==> src/rtl/audio_sample_feeder_if.sv <==
// USI slave bus bundle for the audio sample feeder.
// iSUsiWCke is a one-cycle write strobe. When the block is selected and no
// write is strobed, the read is answered one cycle later with oSUsiREd=1 and oSUsiRd.
interface audio_sample_feeder_if #(
    parameter int pBusAdrsBit = 15
);
    logic [31:0]          iSUsiWd;
    logic [pBusAdrsBit:0] iSUsiAdrs;
    logic                 iSUsiWCke;
    logic [31:0]          oSUsiRd;
    logic                 oSUsiREd;

    modport master (
        output iSUsiWd, iSUsiAdrs, iSUsiWCke,
        input  oSUsiRd, oSUsiREd
    );

    modport slave (
        input  iSUsiWd, iSUsiAdrs, iSUsiWCke,
        output oSUsiRd, oSUsiREd
    );
endinterface

==> src/rtl/audio_sample_feeder.sv <==
// PCM sample FIFO with a programmable sample-rate timer feeding the PWM duty value.
// Also provides the register file, sticky error flags and the low-water interrupt.
module audio_sample_feeder #(
    parameter int pBlockAdrsMap = 8,
    parameter int pAdrsMap      = 2,
    parameter int pBusAdrsBit   = 15,
    parameter int pFifoDepth    = 16,
    parameter int pSampleWidth  = 8
) (
    input  logic                    iSysClk,
    input  logic                    iSysRst,
    audio_sample_feeder_if.slave    usi,
    output logic [pSampleWidth-1:0] oDuty,
    output logic                    oDutyVd,
    output logic                    oIrq
);
    localparam int PW = $clog2(pFifoDepth);
    localparam int LW = PW + 1;
    localparam logic [7:0] OFS_CTRL   = 8'h00;
    localparam logic [7:0] OFS_RATE   = 8'h04;
    localparam logic [7:0] OFS_DATA   = 8'h08;
    localparam logic [7:0] OFS_STATUS = 8'h0C;
    localparam logic [7:0] OFS_THRESH = 8'h10;

    logic                    en_q, en_d;
    logic [15:0]             rate_q, rate_d;
    logic [15:0]             rate_act_q, rate_act_d;
    logic [15:0]             timer_q, timer_d;
    logic [7:0]              thresh_q, thresh_d;
    logic [PW-1:0]           wr_ptr_q, wr_ptr_d;
    logic [PW-1:0]           rd_ptr_q, rd_ptr_d;
    logic [LW-1:0]           level_q, level_d;
    logic                    ovf_q, ovf_d;
    logic                    udf_q, udf_d;
    logic [pSampleWidth-1:0] duty_q, duty_d;
    logic                    duty_vd_q, duty_vd_d;
    logic                    irq_q, irq_d;
    logic [31:0]             rd_data_q, rd_data_d;
    logic                    rd_vd_q, rd_vd_d;
    logic [pSampleWidth-1:0] mem_q [pFifoDepth];

    logic       sel, wr, full, empty;
    logic       push_req, pop_req, clear, do_push, do_pop;
    logic [7:0] ofs;
    logic [31:0] level_ext;
    logic       unused_wd_bits;

    assign sel       = (usi.iSUsiAdrs[pBusAdrsBit -: pBlockAdrsMap] == pBlockAdrsMap'(pAdrsMap));
    assign wr        = sel && usi.iSUsiWCke;
    assign ofs       = usi.iSUsiAdrs[7:0];
    assign full      = (level_q == LW'(pFifoDepth));
    assign empty     = (level_q == '0);
    assign level_ext = 32'(level_q);
    assign unused_wd_bits = ^usi.iSUsiWd[31:16];

    always_comb begin
        en_d       = en_q;
        rate_d     = rate_q;
        rate_act_d = rate_act_q;
        timer_d    = timer_q;
        thresh_d   = thresh_q;
        wr_ptr_d   = wr_ptr_q;
        rd_ptr_d   = rd_ptr_q;
        level_d    = level_q;
        duty_d     = duty_q;
        duty_vd_d  = 1'b0;
        rd_data_d  = '0;
        rd_vd_d    = 1'b0;

        push_req = wr && (ofs == OFS_DATA);
        clear    = wr && (ofs == OFS_CTRL) && usi.iSUsiWd[1];
        pop_req  = en_q && (timer_q == rate_act_q);
        do_pop   = pop_req && !empty && !clear;
        // A full FIFO still accepts a push when the same cycle pops a slot free.
        do_push  = push_req && !clear && (!full || do_pop);

        if (wr && ofs == OFS_CTRL)   en_d     = usi.iSUsiWd[0];
        if (wr && ofs == OFS_RATE)   rate_d   = usi.iSUsiWd[15:0];
        if (wr && ofs == OFS_THRESH) thresh_d = usi.iSUsiWd[7:0];

        // New RATE values only reach the counter at a period boundary.
        if (!en_q) begin
            timer_d    = '0;
            rate_act_d = rate_q;
        end else if (pop_req) begin
            timer_d    = '0;
            rate_act_d = rate_q;
        end else begin
            timer_d = timer_q + 16'd1;
        end

        if (clear) begin
            wr_ptr_d = '0;
            rd_ptr_d = '0;
            level_d  = '0;
        end else begin
            if (do_push) wr_ptr_d = wr_ptr_q + PW'(1);
            if (do_pop)  rd_ptr_d = rd_ptr_q + PW'(1);
            if (do_push && !do_pop) level_d = level_q + LW'(1);
            if (do_pop && !do_push) level_d = level_q - LW'(1);
        end

        if (do_pop) begin
            duty_d    = mem_q[rd_ptr_q];
            duty_vd_d = 1'b1;
        end

        // Set beats a simultaneous write-one-to-clear.
        ovf_d = (push_req && !clear && full && !do_pop) ||
                (ovf_q && !(wr && ofs == OFS_STATUS && usi.iSUsiWd[10]));
        udf_d = (pop_req && empty && !clear) ||
                (udf_q && !(wr && ofs == OFS_STATUS && usi.iSUsiWd[11]));

        irq_d = en_q && (level_ext < 32'(thresh_q));

        rd_vd_d = sel && !usi.iSUsiWCke;
        if (rd_vd_d) begin
            case (ofs)
                OFS_CTRL:   rd_data_d = {31'd0, en_q};
                OFS_RATE:   rd_data_d = {16'd0, rate_q};
                OFS_STATUS: rd_data_d = {20'd0, udf_q, ovf_q, full, empty, level_ext[7:0]};
                OFS_THRESH: rd_data_d = {24'd0, thresh_q};
                default:    rd_data_d = '0;
            endcase
        end
    end

    always_ff @(posedge iSysClk or posedge iSysRst) begin
        if (iSysRst) begin
            en_q       <= 1'b0;
            rate_q     <= '0;
            rate_act_q <= '0;
            timer_q    <= '0;
            thresh_q   <= '0;
            wr_ptr_q   <= '0;
            rd_ptr_q   <= '0;
            level_q    <= '0;
            ovf_q      <= 1'b0;
            udf_q      <= 1'b0;
            duty_q     <= '0;
            duty_vd_q  <= 1'b0;
            irq_q      <= 1'b0;
            rd_data_q  <= '0;
            rd_vd_q    <= 1'b0;
        end else begin
            en_q       <= en_d;
            rate_q     <= rate_d;
            rate_act_q <= rate_act_d;
            timer_q    <= timer_d;
            thresh_q   <= thresh_d;
            wr_ptr_q   <= wr_ptr_d;
            rd_ptr_q   <= rd_ptr_d;
            level_q    <= level_d;
            ovf_q      <= ovf_d;
            udf_q      <= udf_d;
            duty_q     <= duty_d;
            duty_vd_q  <= duty_vd_d;
            irq_q      <= irq_d;
            rd_data_q  <= rd_data_d;
            rd_vd_q    <= rd_vd_d;
        end
    end

    // Sample storage carries no reset; validity is tracked by the pointers and level.
    always_ff @(posedge iSysClk) begin
        if (do_push) mem_q[wr_ptr_q] <= usi.iSUsiWd[pSampleWidth-1:0];
    end

    assign oDuty        = duty_q;
    assign oDutyVd      = duty_vd_q;
    assign oIrq         = irq_q;
    assign usi.oSUsiRd  = rd_data_q;
    assign usi.oSUsiREd = rd_vd_q;
endmodule

==> src/flat_wrapper.sv <==
// flat-port wrapper written by rule: the top's interface ports become plain ports
module audio_sample_feeder_flat 
#(
    parameter int pBlockAdrsMap = 8,
    parameter int pAdrsMap      = 2,
    parameter int pBusAdrsBit   = 15,
    parameter int pFifoDepth    = 16,
    parameter int pSampleWidth  = 8
)
  (iSysClk, iSysRst, oDuty, oDutyVd, oIrq, usi_iSUsiWd, usi_iSUsiAdrs, usi_iSUsiWCke, usi_oSUsiRd, usi_oSUsiREd);
  audio_sample_feeder_if #(.pBusAdrsBit(pBusAdrsBit)) usi_i ();
  input  logic iSysClk;
  input  logic iSysRst;
  output logic [pSampleWidth-1:0] oDuty;
  output logic oDutyVd;
  output logic oIrq;
  input wire logic [$bits(usi_i.iSUsiWd)-1:0] usi_iSUsiWd;
  input wire logic [$bits(usi_i.iSUsiAdrs)-1:0] usi_iSUsiAdrs;
  input wire logic [$bits(usi_i.iSUsiWCke)-1:0] usi_iSUsiWCke;
  output wire logic [$bits(usi_i.oSUsiRd)-1:0] usi_oSUsiRd;
  output wire logic [$bits(usi_i.oSUsiREd)-1:0] usi_oSUsiREd;
  assign usi_i.iSUsiWd = usi_iSUsiWd;
  assign usi_i.iSUsiAdrs = usi_iSUsiAdrs;
  assign usi_i.iSUsiWCke = usi_iSUsiWCke;
  assign usi_oSUsiRd = usi_i.oSUsiRd;
  assign usi_oSUsiREd = usi_i.oSUsiREd;
  audio_sample_feeder #(.pBlockAdrsMap(pBlockAdrsMap), .pAdrsMap(pAdrsMap), .pBusAdrsBit(pBusAdrsBit), .pFifoDepth(pFifoDepth), .pSampleWidth(pSampleWidth)) u_core (.iSysClk(iSysClk), .iSysRst(iSysRst), .usi(usi_i), .oDuty(oDuty), .oDutyVd(oDutyVd), .oIrq(oIrq));
endmodule
==> config.mk <==
export PLATFORM = sky130hd
export DESIGN_NAME = audio_sample_feeder_flat
export DESIGN_NICKNAME = d
export VERILOG_FILES = /design/src/rtl/audio_sample_feeder_if.sv /design/src/rtl/audio_sample_feeder.sv /design/src/flat_wrapper.sv
export SDC_FILE = /design/constraint.sdc
export NUM_CORES = 1
export LEC_CHECK = 0
export CAP_MARGIN = 25
export CORE_AREA = 8 8 173 134
export DETAILED_ROUTE_END_ITERATION = 12
export DIE_AREA = 0 0 181 142
export PLACE_DENSITY = 0.71
export SLEW_MARGIN = 20
export SYNTH_ARGS = -nofsm -noshare
export SYNTH_HDL_FRONTEND = slang
export SYNTH_SLANG_ARGS = --single-unit
==> constraint.sdc <==
create_clock -name iSysClk -period 3.6 [get_ports iSysClk]
set_input_delay 0.9 -clock iSysClk [delete_from_list [all_inputs] [get_ports iSysClk]]
set_output_delay 0.9 -clock iSysClk [all_outputs]
set_load 0.02 [all_outputs]
## Word level (Yosys, flattened, before mapping)

Memories as Yosys holds them, arrays and structs flattened. A register that Yosys moved wholly into a read port is not among the register bits.
Index checks and enable logic that the tools add are counted.

| operators by class | value |
|---|---|
| $add $sub $neg | 5 |
| magnitude comparators | 1 |
| equality and inequality tests | 8 |
| multiplexer cells | 16 |
| reduce and logical (&&, ||, !) cells | 40 |

Operators with widths:

| cell | number |
|---|---|
| 16-bit 2-to-1 mux | 4 |
| 16-bit case mux with 4 select lines | 1 |
| 32-bit 2-to-1 mux | 1 |
| 1-bit logical AND | 24 |
| 16-bit by 1-bit adder with 16-bit output, second input constant | 1 |
| 16-bit == test | 1 |
| 8-bit by 4-bit == test with 1-bit output, second input constant | 2 |
| 4-bit 2-to-1 mux | 4 |
| 5-bit 2-to-1 mux | 3 |
| 4-bit by 1-bit adder with 4-bit output, second input constant | 2 |
| 8-bit by 2-bit == test with 1-bit output, second input constant | 1 |
| 8-bit by 3-bit == test with 1-bit output, second input constant | 1 |
| 8-bit by 5-bit == test with 1-bit output, second input constant | 1 |
| 1-bit zero test | 8 |
| 8-bit zero test | 1 |
| 5-bit by 8-bit less-than comparator with 1-bit output | 1 |
| 5-bit by 1-bit adder with 5-bit output, second input constant | 1 |
| 5-bit == test, second input constant | 1 |
| 5-bit zero test | 1 |
| 5-bit by 1-bit subtractor with 5-bit output, second input constant | 1 |
| 2-bit nonzero test | 2 |
| 1-bit logical OR | 3 |
| 1-bit 2-to-1 mux | 3 |
| 3-bit nonzero test | 1 |
| 2-bit inequality test, second input constant | 1 |

| storage, ports and cells | value |
|---|---|
| flip-flop bits (word level) | 107 |
| memory bits (writable) | 128 |
| bits of input ports | 51 |
| output and inout port bits | 43 |
| logic and storage cells | 85 |
| memories kept | 1 |

Memories:

| name | depth | bits a word | read ports | clocked after memory_dff | write ports | RTL line | RTL |
|---|---|---|---|---|---|---|---|
| u_core.mem_q | 16 | 8 | 1 | 1 | 1 | audio_sample_feeder.sv:40 | `logic [pSampleWidth-1:0] mem_q [pFifoDepth];` |

## Longest topological paths before layout

Gate-level depths: netlist of run 1.

| logic depth | value |
|---|---|
| depth after elaboration | 12 |
| depth in mapped cells | 18 |
| gate-level depth less buffers | 15 |

## Worst setup path after synthesis of run 1

OpenSTA, ideal clock, no wires.

| timing path | value |
|---|---|
| kind | input port to flip-flop |
| from | input usi_iSUsiAdrs[5] |
| to | register u_core.level_q[2] |
| setup time | 0.078 ns |
| arrival time | 3.828 ns |
| required time | 3.522 ns |
| setup slack | -0.306 ns |
| stages on the path | 15 |
| buffers on the path | 3 |
| path through | or4_4 -> or3_1 -> buf_2 -> nor3_2 -> and2_1 -> buf_2 -> inv_1 -> ha_1 -> clkbuf_1 -> xor2_1 -> ha_1 -> a21oi_1 -> xor2_1 -> or3_1 -> a21oi_1 |

| between the ends | value |
|---|---|
| longest elaborated chain between the ends | 11 |
| elaborated cells between the ends (all ways) | 17 |
| those cells by class | 1 x eq/ne; 2 x mux; 14 x reduce/logical |

Ends and longest elaborated chain:

| item | RTL line | RTL |
|---|---|---|
| start: declaration | flat_wrapper.sv:18 | `input wire logic [$bits(usi_i.iSUsiAdrs)-1:0] usi_iSUsiAdrs;` |
| 8-bit zero test | audio_sample_feeder.sv:71 | `clear = wr && (ofs == OFS_CTRL) && usi.iSUsiWd[1];` |
| 1-bit logical AND (2 in a row) | audio_sample_feeder.sv:71 |  |
| 1-bit zero test | audio_sample_feeder.sv:73, audio_sample_feeder.sv:75 |  |
| 1-bit logical AND | audio_sample_feeder.sv:73 | `do_pop = pop_req && !empty && !clear;` |
| 1-bit logical OR | audio_sample_feeder.sv:75 | `do_push = push_req && !clear && (!full \|\| do_pop);` |
| 1-bit logical AND | audio_sample_feeder.sv:75 |  |
| 1-bit zero test | audio_sample_feeder.sv:100 | `if (do_pop && !do_push) level_d = level_q - LW'(1);` |
| 1-bit logical AND | audio_sample_feeder.sv:100 |  |
| 5-bit 2-to-1 mux | audio_sample_feeder.sv:100 |  |
| 5-bit 2-to-1 mux | audio_sample_feeder.sv:92 | `if (clear) begin` |
| end signal: assignment | audio_sample_feeder.sv:153 | `level_q <= level_d;` |
| end: declaration | audio_sample_feeder.sv:32 | `logic [LW-1:0] level_q, level_d;` |

Parallel ways exist; a longest one is shown, timed or not.
A chain may end at the register's enable or synchronous reset.

## Worst setup path in the final report of run 1

| timing path | value |
|---|---|
| from | input usi_iSUsiAdrs[5] |
| to | register u_core.level_q[4] |

The elaborated chain is that of the path after synthesis.

==> impl_metrics.yaml, run 1 <==
run_status:
  status: "complete, no violations"
global_routing:
  grt_antenna_before_repair: 0
  grt_max_degree: 47
  grt_pass1_vias: 5922
  track_usage: 0.167
  grt_overflow_total: 0
  grt_first_pass_wirelength_mm: 33.7
critical_path:
  cp-end-kind: "flip-flop"
  path_max_fanout: 2
  path_buf_inv: 3
  crit_required_ns: 4.00
  worst_ep_arrival_time_ns: 3.85
  r2r_setup_slack_ns: 0.46
  cp_slowest_cell: "or4_4"
  critPathMaxStageDelay_ns: 0.56
  criticalPathCategory: "input pin to flip-flop"
  regToRegStartpoint: "u_core.timer_q[5]"
  critical-path-top-delay-family: "simple AND/OR/NAND/NOR gates"
  crit_start: "usi_iSUsiAdrs[5]"
  crit_chain: "clkdlybuf4s50_1 > or4_4 > or3_1 > nor3_4 > and2_4 > inv_4 > ha_4 > xor2_1 > ha_2 > inv_2 > nor3b_2 > o21ai_1 > a21oi_1 > xnor2_1 > nor2_1"
  crit_path_start_kind: "input pin"
die:
  ios: 94
  die_h_um: 142
  coreArea_um2: 20600
  die_w_um: 181
  dieArea_um2: 25700
  initial_core_util: 0.467
  placementRows: 46
clock_network:
  clockBufferDepth: 3
  cts_max_level: 1
  cts_setup_buffers: 0
  cts_resized: 0
  clk_latency_ns: 0.51
  hold_buffers: 0
  clk_pin_slew_ns: 0.06
  cts_root_buffer: "clkbuf_16"
  cts_tree: "built"
  cts_inserted_buffers: 24
  cts_sinks: 227
finish:
  utilization: 0.571
  finalNonFillerCells: 999
  diodes: 0
  fin_nets: 781
  regArea_um2: 6320
  drive_gt1_frac: 0.259
  n_fill_cell: 1583
  syn_to_final_growth_pct: 22.4
  multiInputGateArea_um2: 3080
yosys:
  async_flop_share: 0.436
  ys.flop_type: "edfxtp_1"
  ys_warn_count: 0
  syn_inst: 608
  ys_seq_area_frac: 0.658
  yosysTopAreaCell: "edfxtp_1"
  netlist_area_um2: 9610
  synth_edf_count: 128
  synth_seq_cells: 227
  ys_types: 46
  synth_top_area_frac: 0.400
  syn_avg_cell_area_um2: 15.8
  synth.top_cells.by_area: "edfxtp_1 (40%), dfrtp_1 (26%), mux4_2 (9.4%)"
routing:
  drt-pass1-iter-count: 5
  wl_per_cell_um: 21.2
  via_per_inst: 5.56
  drt-initial-drc-count: 445
  antenna_left: 0
  num_vias: 5554
  drt-total-wl_mm: 21.2
  route.detailed.drc: 0
sta:
  min_period_over_period: 0.959
  setup_viol: 0
  relSlewSlack: 0.481
  rsz0062_at_grt: "false"
  drv_slew: 0
  timing_hold_violations_final: 0
  fin_crit_ns: 3.45
  clock_skew_ns: 0.0125
  whs_ns: 0.504
  max_freq_mhz: 290
  tightest_slew_ns: 0.776
placed_design:
  place_inst: 955
  dp_hpwl_mm: 14.7
  numPortBuffers: 61
  place.gp.congestion: 0.816
power:
  total_power_mw: 7.40
  power_density_nw_per_um2: 629
  p_sw_frac: 0.283
  seqPwrFrac: 0.416
  net-switching-power_mw: 2.10
  combPwrFrac: 0.264
  vdd_drop_max_uv: 374
  total_leakage_power_nw: 4.70
  clockPowerShare: 0.319
  p_int_mw: 5.31
run:
  drv_cap: 0
hold_path:
  hp-class: "flip-flop to flip-flop"
  min-delay-start: "u_core.oDuty[7]"
power groups by stage:
stage | combinational (mW) | clock [mW] | sequential, mW
after floorplan | 1.43 | 0 | 3.08
after global placement | 1.90 | 0 | 3.13
after detailed placement | 1.96 | 0 | 3.13
after CTS | 1.98 | 2.41 | 3.08
after global routing | 2.11 | 2.51 | 3.11
final | 1.96 | 2.36 | 3.08
layer usage:
metal / track usage / wire [um] / vias up
li1: - / - / 2464
met2: 0.261 / 9660 / 212
met1: 0.242 / 9670 / 2847
met5: 0 / 0 / -
met4: 0.0422 / 420 / 0
met3: 0.0276 / 1420 / 31
final timing paths:
kind,end,depth (start not counted)
worst max-delay path,u_core.level_q[4],15
worst min-delay path,u_core.oDuty[7],1
worst max register to register,u_core.level_q[4],12
worst min register to register,u_core.oDuty[7],1
max in group asynchronous,u_core.usi.oSUsiRd[5],3
min in group asynchronous,u_core.usi.oSUsiRd[2],2
state kept, by name, indices dropped and copies added, names as in the netlist, 4 cells and up:
name                flops
u_core.oDuty            8
u_core.timer_q         16
u_core.level_q          5
u_core.wr_ptr_q         4
u_core.rd_ptr_q         4
u_core.usi.oSUsiRd     16
u_core.thresh_q         8
u_core.rate_q          16
u_core.mem_q          128
u_core.rate_act_q      16
logic make-up after synthesis:
kind of cell / after synthesis / share of synthesized area
xor gates and xnor gates: 40 / 0.0364
adders and majority gates: 13 / 0.0169
buffers and inverters: 58 / 0.0316
DFF: 227 / 0.658
and+or+nand+nor: 138 / 0.0765
other: 1 / 0.000390
AOI/OAI and AO/OA: 45 / 0.0327
muxes: 86 / 0.148
metrics by stage:
stage | setup TNS [ns] | cell area [um2] | worst slack [ns]
2_1_floorplan | -0.167 | 9730 | -0.0940
3_3_place_gp | -0.654 | 11000 | -0.270
3_5_place_dp | -0.990 | 11000 | -0.374
4_1_cts | 0 | 11800 | 0.165
5_1_grt | 0 | 11800 | 0.0283
6_report | 0 | 11800 | 0.148
worst register-to-register path, stage by stage, from the launching register on:
cell,delay [ns]
dfrtp_1,0.43
xor2_1,0.17
nor4_1,0.45
nand4_2,0.20
buf_4,0.22
nor3_2,0.28
buf_4,0.29
ha_1,0.27
xor2_1,0.21
a32oi_1,0.10
a21oi_1,0.21
xnor2_1,0.14
nor2_1,0.05
synth_stat cells (9+ instances only):
| cell | n |
|---|---|
| mux4_2 | 40 |
| xnor2_1 | 14 |
| nand2_1 | 17 |
| dfrtp_1 | 99 |
| nor3_1 | 9 |
| edfxtp_1 | 128 |
| buf_4 | 18 |
| o21ai_0 | 12 |
| ha_1 | 13 |
| nand3_1 | 12 |
| a21oi_1 | 10 |
| mux2_2 | 44 |
| nor2_1 | 41 |
| xor2_1 | 26 |
| buf_2 | 9 |
| and3_1 | 29 |
| clkbuf_1 | 13 |
| inv_1 | 15 |
layout make-up:
| class | instances | share of cell area |
|---|---|---|
| flip-flops and latches | 227 | 0.537 |
| multi-input cells | 338 | 0.262 |
| repair buffers | 110 | 0.102 |
| clock buffers | 34 | 0.0577 |
| well taps | 264 | 0.0281 |
| clock inverters | 10 | 0.00691 |
| inverters | 16 | 0.00553 |
cell usage in the layout, fill, tap and decap left out, types with 9 or more instances in the layout:
cell type,instances
mux4_2,40
o21ai_0,11
mux2_2,44
clkbuf_16,25
conb_1,16
inv_1,12
edfxtp_1,128
and3_1,29
buf_12,18
xnor2_1,14
nand2_1,17
a21oi_1,10
xor2_1,26
ha_1,11
dfrtp_1,98
nand3_1,12
clkdlybuf4s50_1,61
nor2_1,41
nor3_1,9
buf_4,31
Power figures use the tool's default switching activity.
==> run 2: changes to the inputs <==
Settings changed: GPL_ROUTABILITY_DRIVEN from default to 0.
Clock period 3.6 ns to 3.1 ns, I/O delays scaled along.
==> run 2 against run 1 <==
  * Clock skew grew 0.0042 ns
  * Wire length grew 1.2%
  * Largest cell class unchanged
  * Global-route usage is essentially flat
==> impl_metrics.yaml, run 2 (same netlist as run 1, synthesis figures left out) <==
clock_network:
  cts_tree: "built"
  hold_buffers: 0
  cts_sinks: 227
  clk_pin_slew_ns: 0.06
  clk_latency_ns: 0.52
  cts_max_level: 1
  cts_root_buffer: "clkbuf_16"
  clockBufferDepth: 3
  cts_inserted_buffers: 24
sta:
  clock_skew_ns: 0.0167
  whs_ns: 0.505
  drv_slew: 0
  relSlewSlack: 0.479
  setup_viol: 0
  rsz0062_at_grt: "true"
  setup_ws_ns: 0.0159
  tightest_slew_ns: 0.780
  min_period_over_period: 0.995
  setup_tns_ns: 0
  max_freq_mhz: 324
  timing_hold_violations_final: 0
  fin_crit_ns: 3.08
die:
  die_w_um: 181
  coreArea_um2: 20600
  initial_core_util: 0.467
  die_h_um: 142
  dieArea_um2: 25700
  ios: 94
  placementRows: 46
routing:
  num_vias: 5593
  antenna_left: 0
  drt-total-wl_mm: 21.4
  drt-pass1-iter-count: 6
  drt-initial-drc-count: 491
  route.detailed.drc: 0
  via_per_inst: 5.55
  wl_per_cell_um: 21.3
critical_path:
  criticalPathCategory: "input pin to flip-flop"
  reg2regPathDepth: 15
  crit_path_start_kind: "input pin"
  cp-end-kind: "flip-flop"
  worst_ep_arrival_time_ns: 3.48
  crit_required_ns: 3.50
  path_max_fanout: 2
placed_design:
  place_inst: 963
  numPortBuffers: 61
  dp_hpwl_mm: 14.5
  pre_cts_ws_ns: -0.730
  placed_cell_area_um2: 11100
power:
  total_leakage_power_nw: 4.84
  power_density_nw_per_um2: 735
  total_power_mw: 8.83
  vdd_drop_max_uv: 453
finish:
  design_area_um2: 12000
  final_common_cell: "edfxtp_1"
  syn_to_final_growth_pct: 25.0
  final_cell_mix: "edfxtp_1 (128), dfrtp_1 (98), clkdlybuf4s50_1 (51), mux2_2 (44), nor2_1 (41)"
  fin_nets: 791
  largest_reg_flops: 128
  utilization: 0.583
  finalNonFillerCells: 1008
  n_fill_cell: 1545
  top_register: "u_core.mem_q"
  diodes: 0
  drive_gt1_frac: 0.288
global_routing:
  grt_max_degree: 36
  grt_pass1_vias: 6015
  grt_antenna_before_repair: 0
  grt_first_pass_wirelength_mm: 33.6
  grt_overflow_total: 0
  track_usage: 0.167
run_status:
  status: "complete, no violations"
hold_path:
  whs_path_depth: 1
  hp-class: "flip-flop to flip-flop"
run:
  drv_cap: 0
[run 2: area by class of cell]
cell class | instances | area (um2) | share of cell area
tap | 264 | 330 | 0.0275
inverter | 16 | 66.3 | 0.00552
clock inverter | 14 | 156 | 0.0130
sequential | 227 | 6320 | 0.526
multi-input combinational | 338 | 3190 | 0.266
clock buffer | 29 | 629 | 0.0524
timing repair buffer | 120 | 1320 | 0.110
[run 2: report_power, final]
group | total, mW | leakage (nW) | internal, mW | switching (mW)
registers | 3.48 | 2.44 | 3.35 | 0.128
logic | 2.53 | 2.00 | 1.28 | 1.25
clock network | 2.82 | 0.389 | 1.70 | 1.13
[run 2: metal layers]
metal	track usage	wire (um)	part of all wire
met3	0.0395	1460	0.068
met2	0.262	9890	0.46
met5	0	0	0
met1	0.232	9630	0.45
met4	0.0430	455	0.021
[run 2: worst max-delay path: stages]
cell	delay [ns]
clkdlybuf4s15_1	0.18
or4_4	0.51
or3_4	0.36
nor3_4	0.23
and2_4	0.19
inv_4	0.04
ha_4	0.15
xor2_2	0.12
ha_2	0.22
inv_2	0.05
nor3b_2	0.17
o21ai_1	0.09
a21oi_1	0.16
xnor2_1	0.14
nor2_1	0.08
[run 2: final timing paths]
check                             startpoint                  to  slack (ns)
min in group asynchronous            iSysRst   u_core.level_q[4]        0.71
min                          u_core.oDuty[5]     u_core.oDuty[5]        0.51
min reg2reg                  u_core.oDuty[5]     u_core.oDuty[5]        0.51
max in group asynchronous            iSysRst  u_core.wr_ptr_q[2]        1.76
max                         usi_iSUsiAdrs[4]   u_core.level_q[4]        0.02
max reg2reg                u_core.timer_q[8]   u_core.level_q[4]        0.09
[run 2: what timing repair did]
action | CTS | global route
gates resized for setup | 14 | 19
buffers inserted | 1 | 1
hold endpoints to repair | 0 | 0
setup endpoints to repair | 3 | 3
pin swaps | 9 | 8
cloned | 0 | 0
==> run 3: changes to the inputs <==
--- a/constraint.sdc
+++ b/constraint.sdc
@@ -3,2 +3,2 @@
 set_output_delay 0.775 -clock iSysClk [all_outputs]
-set_load 0.02 [all_outputs]
+set_load 0.1 [all_outputs]
==> run 3 against run 2 <==
  * Sequential power barely moved
  * Maximum frequency increased by 3.7%
  * Hold slack better by 0.0027 ns
  * Die area unchanged
  * Core utilization decreased by 0.36 points
  * Highest routed layer unchanged
==> impl_metrics.yaml, run 3 (same netlist as run 1, synthesis figures left out) <==
run_status:
  status: "complete, no violations"
clock_network:
  cts_max_level: 1
  clk_latency_ns: 0.51
  clockBufferDepth: 3
  clk_pin_slew_ns: 0.06
  cts_tree: "built"
  cts_inserted_buffers: 23
  cts_sinks: 227
  cts_root_buffer: "clkbuf_16"
finish:
  utilization: 0.579
  syn_to_final_growth_pct: 24.2
  largest_reg_flops: 128
  top_register: "u_core.mem_q"
  drive_gt1_frac: 0.330
  finalNonFillerCells: 1012
  final_common_cell: "edfxtp_1"
  final_cell_mix: "edfxtp_1 (128), dfrtp_1 (97), buf_4 (69), mux2_2 (44), nor2_1 (41)"
  diodes: 0
  fin_nets: 796
routing:
  via_per_inst: 5.54
  drt-pass1-iter-count: 5
  antenna_left: 0
  route.detailed.drc: 0
  drt-initial-drc-count: 556
  wl_per_cell_um: 21.3
  drt-total-wl_mm: 21.5
  num_vias: 5606
power:
  power_density_nw_per_um2: 763
  total_leakage_power_nw: 4.90
  vdd_drop_max_uv: 450
  total_power_mw: 9.10
die:
  initial_core_util: 0.467
  dieArea_um2: 25700
  coreArea_um2: 20600
  ios: 94
  die_w_um: 181
  placementRows: 46
  die_h_um: 142
sta:
  drv_slew: 0
  min_period_over_period: 0.959
  clock_skew_ns: 0.0115
  setup_viol: 0
  tightest_slew_ns: 0.795
  timing_hold_violations_final: 0
  fin_crit_ns: 2.97
  whs_ns: 0.508
  setup_tns_ns: 0
  relSlewSlack: 0.469
  max_freq_mhz: 336
placed_design:
  numPortBuffers: 61
  place_inst: 965
  dp_hpwl_mm: 14.6
global_routing:
  grt_max_degree: 36
  track_usage: 0.166
  grt_overflow_total: 0
  grt_first_pass_wirelength_mm: 33.3
  grt_pass1_vias: 5895
  grt_antenna_before_repair: 0
hold_path:
  hp-class: "flip-flop to flip-flop"
critical_path:
  path_max_fanout: 2
  crit_required_ns: 3.50
  cp-end-kind: "flip-flop"
  criticalPathCategory: "input pin to flip-flop"
  crit_path_start_kind: "input pin"
  worst_ep_arrival_time_ns: 3.37
run:
  drv_cap: 0
-- run 3: changes by cell type in the layout (fill, tap and decap cells not counted), moves of 2 or more --
| cell | previous run | this run |
|---|---|---|
| clkdlybuf4s50_1 | 51 | 21 |
| clkbuf_2 | 0 | 2 |
| clkbuf_1 | 4 | 8 |
| clkinv_2 | 6 | 3 |
| buf_4 | 38 | 69 |
| dlymetal6s2s_1 | 6 | 9 |
-- run 3: critical path, cell delays in order --
cell	delay (ns)
clkdlybuf4s50_1	0.45
nor4b_2	0.22
and3_4	0.24
and3_4	0.21
o311ai_4	0.10
and2_4	0.19
inv_4	0.06
ha_4	0.13
xor2_2	0.14
ha_2	0.22
inv_2	0.06
nor3b_2	0.18
o21ai_2	0.07
a21oi_2	0.15
xnor2_1	0.13
nor2_1	0.05
-- run 3: repair_timing --
item	CTS	global route
hold buffers	0	0
setup buffers	3	3
hold endpoints to repair	0	0
gates cloned	0	0
resized for setup	16	28
setup endpoints to repair	3	3
pin swaps	9	17
-- run 3: per-layer routing --
metal	part of all wire	routed length (um)	track usage
met4	0.023	496	0.0443
met1	0.45	9800	0.244
met5	0	0	0
met2	0.45	9770	0.254
met3	0.069	1480	0.0288
-- run 3: path summary, 6_finish.rpt --
kind	start	end	slack, ns	cells after the start
worst min register to register	u_core.oDuty[4]	u_core.oDuty[4]	0.51	1
worst min-delay path	u_core.oDuty[4]	u_core.oDuty[4]	0.51	1
worst max-delay path	usi_iSUsiAdrs[9]	u_core.level_q[4]	0.13	16
max in group asynchronous	iSysRst	u_core.oDuty[5]	1.76	3
min in group asynchronous	iSysRst	u_core.rate_act_q[0]	0.73	2
worst max register to register	u_core.timer_q[11]	u_core.level_q[4]	0.18	15
-- run 3: area by class of cell --
class / instances / area (um2)
Tap cell: 264 / 330
Timing Repair Buffer: 126 / 1310
Clock buffer: 31 / 606
Multi-Input combinational cell: 338 / 3200
Inverter: 16 / 66.3
Fill cell: 1556 / 8670
Sequential cell: 227 / 6320
Clock inverter: 10 / 98.8
-- run 3: report_power, final --
group	internal [mW]	leakage (nW)	switching [mW]
sequential	3.35	2.44	0.129
combinational	1.27	2.11	1.72
clock	1.53	0.344	1.10
total	6.16	4.90	2.95
-- run 3: per-stage QoR --
stage / setup WS [ns] / instance area (um2)
floorplan: -0.469 / 9740
global placement: -0.645 / 11100
detailed placement: -0.733 / 11100
CTS: 0.000628 / 11800
global route: -0.0815 / 11900
finish: 0.127 / 11900
